===== src/rtl/seg_scan_driver.sv =====
// Time-multiplexed 4-digit active-low 7-segment driver with per-frame input snapshot.
// Optional `define LEADING_ZERO_BLANK_EN suppresses leading zeros on digits 3..1.
module seg_scan_driver #(
    parameter int SCAN_DIV = 100000,
    parameter int GUARD    = 500
) (
    input  logic       CLK,
    input  logic       RST,
    input  logic [3:0] DIG_3,
    input  logic [3:0] DIG_2,
    input  logic [3:0] DIG_1,
    input  logic [3:0] DIG_0,
    input  logic [3:0] BLANK,
    input  logic [3:0] DP,
    output logic [3:0] AN,
    output logic [6:0] SEG,
    output logic       DP_N
);

    localparam int CW = $clog2(SCAN_DIV);
    localparam logic [CW-1:0] CNT_MAX = CW'(SCAN_DIV - 1);
    localparam logic [CW:0]   GUARD_W = (CW + 1)'(GUARD);

    logic [CW-1:0]   cnt;
    logic [1:0]      idx;
    logic            valid;
    logic [3:0][3:0] snap_dig;
    logic [3:0]      snap_blank;
    logic [3:0]      snap_dp;

    logic            tick;
    logic            in_guard;
    logic [3:0]      cur_dig;
    logic            lz;
    logic            dark;
    logic [6:0]      glyph;
    logic [3:0]      next_an;
    logic [6:0]      next_seg;
    logic            next_dp_n;

    assign tick     = (cnt == CNT_MAX);
    assign in_guard = ({1'b0, cnt} < GUARD_W);

`ifdef LEADING_ZERO_BLANK_EN
    // A digit is a leading zero when it and every digit to its left are zero.
    always_comb begin
        lz = 1'b0;
        case (idx)
            2'd3:    lz = (snap_dig[3] == 4'h0);
            2'd2:    lz = (snap_dig[3] == 4'h0) && (snap_dig[2] == 4'h0);
            2'd1:    lz = (snap_dig[3] == 4'h0) && (snap_dig[2] == 4'h0) && (snap_dig[1] == 4'h0);
            default: lz = 1'b0;
        endcase
    end
`else
    assign lz = 1'b0;
`endif

    always_comb begin
        cur_dig = snap_dig[idx];
        dark    = snap_blank[idx] | lz;
        glyph   = 7'h7F;
        case (cur_dig)
            4'h0: glyph = 7'b1000000;
            4'h1: glyph = 7'b1111001;
            4'h2: glyph = 7'b0100100;
            4'h3: glyph = 7'b0110000;
            4'h4: glyph = 7'b0011001;
            4'h5: glyph = 7'b0010010;
            4'h6: glyph = 7'b0000010;
            4'h7: glyph = 7'b1111000;
            4'h8: glyph = 7'b0000000;
            4'h9: glyph = 7'b0010000;
            4'hA: glyph = 7'b0001000;
            4'hB: glyph = 7'b0000011;
            4'hC: glyph = 7'b1000110;
            4'hD: glyph = 7'b0100001;
            4'hE: glyph = 7'b0000110;
            4'hF: glyph = 7'b0001110;
            default: glyph = 7'h7F;
        endcase

        next_an   = 4'hF;
        next_seg  = 7'h7F;
        next_dp_n = 1'b1;
        if (valid) begin
            // Segments already show the new digit during the guard; only anodes stay dark.
            next_an   = in_guard ? 4'hF : ~(4'b0001 << idx);
            next_seg  = dark ? 7'h7F : glyph;
            next_dp_n = dark ? 1'b1 : ~snap_dp[idx];
        end
    end

    always_ff @(posedge CLK or posedge RST) begin
        if (RST) begin
            cnt        <= '0;
            idx        <= 2'd3;
            valid      <= 1'b0;
            snap_dig   <= '0;
            snap_blank <= '0;
            snap_dp    <= '0;
            AN         <= 4'hF;
            SEG        <= 7'h7F;
            DP_N       <= 1'b1;
        end else begin
            cnt  <= tick ? '0 : cnt + 1'b1;
            AN   <= next_an;
            SEG  <= next_seg;
            DP_N <= next_dp_n;
            if (tick) begin
                idx   <= idx + 2'd1;
                valid <= 1'b1;
                // Snapshot at the frame boundary so a whole frame shows consistent data.
                if (idx == 2'd3) begin
                    snap_dig   <= {DIG_3, DIG_2, DIG_1, DIG_0};
                    snap_blank <= BLANK;
                    snap_dp    <= DP;
                end
            end
        end
    end

endmodule


===== config.mk =====
export PLATFORM = sky130hd
export DESIGN_NAME = seg_scan_driver
export DESIGN_NICKNAME = d
export VERILOG_FILES = /design/src/rtl/seg_scan_driver.sv
export SDC_FILE = /design/constraint.sdc
export NUM_CORES = 1
export LEC_CHECK = 0
export CAP_MARGIN = 0
export CELL_PAD_IN_SITES_DETAIL_PLACEMENT = 1
export CELL_PAD_IN_SITES_GLOBAL_PLACEMENT = 1
export CORE_ASPECT_RATIO = 0.75
export CORE_MARGIN = 2
export CORE_UTILIZATION = 45
export DETAILED_ROUTE_END_ITERATION = 10
export PLACE_DENSITY_LB_ADDON = 0.1
export SYNTH_ARGS = -nofsm -noshare
export SYNTH_HDL_FRONTEND = slang
export SYNTH_SLANG_ARGS = --single-unit

===== constraint.sdc =====
create_clock -name CLK -period 2.5 [get_ports CLK]
set_input_delay 0.375 -clock CLK [delete_from_list [all_inputs] [get_ports CLK]]
set_output_delay 0.375 -clock CLK [all_outputs]
set_load 0.02 [all_outputs]

==> results by group <==
Synth
  – Number of synthesis warnings: 0
  – Most used DFF post-synth: sky130_fd_sc_hd__dfrtp_1
  – Instance count of the mapped netlist: 200
  – Net count of the mapped netlist: 237
  – Post-Syn Area per Cell: 13.8 sq um
  – Count of distinct cell types in the synthesized netlist: 39
  – Synth Register Bits: 56
  – Proportion of register bits with asynchronous set or reset after synthesis: 100%
  – Proportion of synthesized chip area in sequential cells: 51.5%
  – EDFF count, synth: 0
  – Cell area after technology mapping: 2750 sq um

Clocking
  – Number of sinks driven by the clock tree: 56
  – Largest buffer count on any clock path: 2
  – Post-CTS Setup Bufs: 0
  – Number of gates resized after CTS: 0
  – Clock transition at the registers of the reported paths: 0.10 ns
  – Num CTS Buffers: 5
  – Clock tree root buffer cell: sky130_fd_sc_hd__clkbuf_8
  – Hold_buf cts: 0
  – Number of H-tree levels: 2
  – Clock insertion delay at the later pin of the skew report: 0.30 ns
  – CTS tree: yes

Run status
  – Result of the run: finished, final reports clean

Worst setup path
  – Slowest stage delay, CP: 0.63 ns
  – Data arrival time of the critical path: 2.49 ns
  – Kind of end point of the critical path: flip-flop
  – Family of cells with the greatest summed delay on the critical path: multiplexers
  – Critical Setup Path Class: flip-flop to flip-flop
  – CP Max Fanout: 6
  – Crit path launch type: flip-flop
  – Cell-by-cell trace of the critical path: mux4_2 > inv_1 > ha_1 > inv_1 > mux4_2 > nand2b_1
  – Crit path max-delay cell type: sky130_fd_sc_hd__dfstp_2
  – Crit. path cell count: 6
  – Crit path required time: 2.74 ns
  – Number of cells on the worst reg-to-reg path: 6
  – Buf+Inv Stages, Crit Path: 2

STA
  – Fmax: 0.445 GHz
  – Setup WS post-layout: 0.251 ns
  – Final hold vios: 0
  – RSZ-0062 raised after global routing: no
  – Final TNS setup: 0 ns
  – Measured slew at the worst slew-check pin: 0.536 ns
  – Final Setup Violations: 0
  – Worst clock skew: 0.00382 ns
  – Portion of the clock cycle consumed by the worst path in the final layout: 90.0%
  – Worst slew margin: 64.2%
  – Final period demand of the worst path: 2.25 ns
  – Final max-slew violation count: 0

Floorplan
  – Height of the die: 71.8 microns
  – Overall die width: 94.3 microns
  – Cell Rows: 24
  – Num ports: 38
  – Area inside the core boundary: 5860 sq um
  – Die outline area: 6770 sq um
  – Initial cell density of the core: 47.0%

Finish
  – Share of final-layout standard cells stronger than drive strength 1: 27.8%
  – Final antenna diode count: 0
  – Commonest cells after routing, fill and taps aside: sky130_fd_sc_hd__dfrtp_1 (42), sky130_fd_sc_hd__clkdlybuf4s50_1 (37), sky130_fd_sc_hd__mux2_4 (20)
  – Area added between synthesis and finish: 20.4%
  – Post-layout nets: 281
  – Leading cell type in the layout, fill and taps excluded: sky130_fd_sc_hd__dfrtp_1
  – FILL cells: 586

Detailed routing
  – Vias: 1,698
  – DRT Pass-1 Iters: 4
  – Post-detailed-route wirelength per cell: 17.7 microns
  – Number of remaining DRC errors: 0
  – Aggregate routed wire length: 5.72 mm
  – Number of routed nets with antenna violations: 0
  – DRC marker count from the first detailed-route iteration: 64
  – Via/cell ratio: 5.26

Power and ir drop
  – Total leakage power: 1.42 nW
  – Peak VDD IR: 277 uV
  – Cell Pwr Density: 438 nW/um^2

Global routing
  – Wire length of the first global-routing pass: 9.46 mm
  – Overall track demand over capacity in global routing: 18.8%
  – Gr ovfl total: 0
  – Pin count of the biggest net entering global routing: 33
  – Vias in the first global route: 1,820
  – Initial antenna violation count: 0

Placement
  – Port-buffer cells: 37
  – Pre-CTS setup slack: 0.253 ns
  – Detailed-placement wirelength estimate: 4.39 mm
  – Final weighted congestion in routability-driven placement: 0.827

Hold path
  – Min-Delay Path Class: input port to asynchronous set/reset pin

Run
  – Reported max-cap violation count: 0
## logic make-up after synthesis
logic type,count (synthesis),synth area share [%]
flops,56,51.5
fa+ha+maj,11,5.00
xor+xnor,16,5.09
simple gates,52,11.6
buf+inv,18,4.09
compound gates,14,3.68
mux,33,19.0
## state kept, by name (all words and copies together), names as in the netlist
name,cells
valid,1
DP_N,1
cnt,17
idx,2
AN,4
snap_blank,4
snap_dig,16
SEG,7
snap_dp,4
## final timing paths
path | from | to | slack (ns)
worst min-delay path | RST | snap_dp[0]$_DFFE_PP0P_ | 0.46
worst min register to register | cnt[0]$_DFF_PP0_ | cnt[0]$_DFF_PP0_ | 0.51
worst max register to register | idx[0]$_DFFE_PP1N_ | SEG[3]$_DFF_PP1_ | 0.25
worst max-delay path | idx[0]$_DFFE_PP1N_ | SEG[3]$_DFF_PP1_ | 0.25
max in group asynchronous | RST | idx[0]$_DFFE_PP1N_ | 1.42
min in group CLK | cnt[0]$_DFF_PP0_ | cnt[0]$_DFF_PP0_ | 0.51
## stage by stage
step	cell area, sq um	utilization, %	total power, mW	hold WS [ns]	cells
3_3_place_gp	3230	55.1	0.985	0.470	315
5_1_grt	3320	56.6	1.52	0.497	323
6_report	3320	56.6	1.45	0.457	323
3_5_place_dp	3230	55.1	0.988	0.490	315
2_1_floorplan	2750	-	0.937	0.439	200
4_1_cts	3320	56.6	1.48	0.486	323
## cell type report
type / count / area (sq um) / area share (%)
Inverter: 11 / 41.3 / 1.25
Tap cell: 78 / 97.6 / 2.94
Sequential cell: 56 / 1420 / 42.8
Clock inverter: 3 / 18.8 / 0.566
Timing Repair Buffer: 44 / 448 / 13.5
Clock buffer: 5 / 68.8 / 2.08
Multi-Input combinational cell: 126 / 1220 / 36.9
## synth_stat cells (2+ instances only)
cell,count,area (sq um)
sky130_fd_sc_hd__nand2b_1,2,12.5
sky130_fd_sc_hd__nor4_1,2,12.5
sky130_fd_sc_hd__nand3_1,5,25.0
sky130_fd_sc_hd__and4_1,3,26.3
sky130_fd_sc_hd__nor2_1,9,33.8
sky130_fd_sc_hd__ha_1,11,138
sky130_fd_sc_hd__o21ai_0,3,15.0
sky130_fd_sc_hd__and3_1,2,12.5
sky130_fd_sc_hd__xnor2_1,11,96.3
sky130_fd_sc_hd__dfstp_2,14,368
sky130_fd_sc_hd__clkbuf_1,2,7.51
sky130_fd_sc_hd__nor2b_1,2,12.5
sky130_fd_sc_hd__xor2_1,5,43.8
sky130_fd_sc_hd__inv_1,11,41.3
sky130_fd_sc_hd__dfrtp_1,42,1050
sky130_fd_sc_hd__nand2_1,14,52.6
sky130_fd_sc_hd__mux4_2,7,158
sky130_fd_sc_hd__nand4_1,4,25.0
sky130_fd_sc_hd__buf_12,2,40.0
sky130_fd_sc_hd__a21oi_1,2,10.0
sky130_fd_sc_hd__mux2_4,20,300
sky130_fd_sc_hd__o221ai_1,6,52.6
sky130_fd_sc_hd__mux2_2,5,56.3
## worst register-to-register path, delay by kind of cell, from the launching register on
family / cells / cell delay [ns]
mux: 2 / 1.03
flops: 1 / 0.63
buf+inv: 2 / 0.21
fa+ha+maj: 1 / 0.16
simple gates: 1 / 0.15
## report_power, final
part	internal [mW]	total, mW	leakage, nW	switching [mW]
registers	0.906	0.906	0.719	0
logic	0.0379	0.0623	0.650	0.0244
clock network	0.196	0.485	0.0479	0.289
total	1.14	1.45	1.42	0.313
## per-layer routing
layer	vias up	wire length, microns	global-route usage (%)
li1	795	-	-
met1	856	2720	26.5
met2	43	2730	29.7
met3	4	235	4.52
met4	0	35	4.67
met5	-	0	0
No activity file was read; power rests on OpenSTA's default activity.
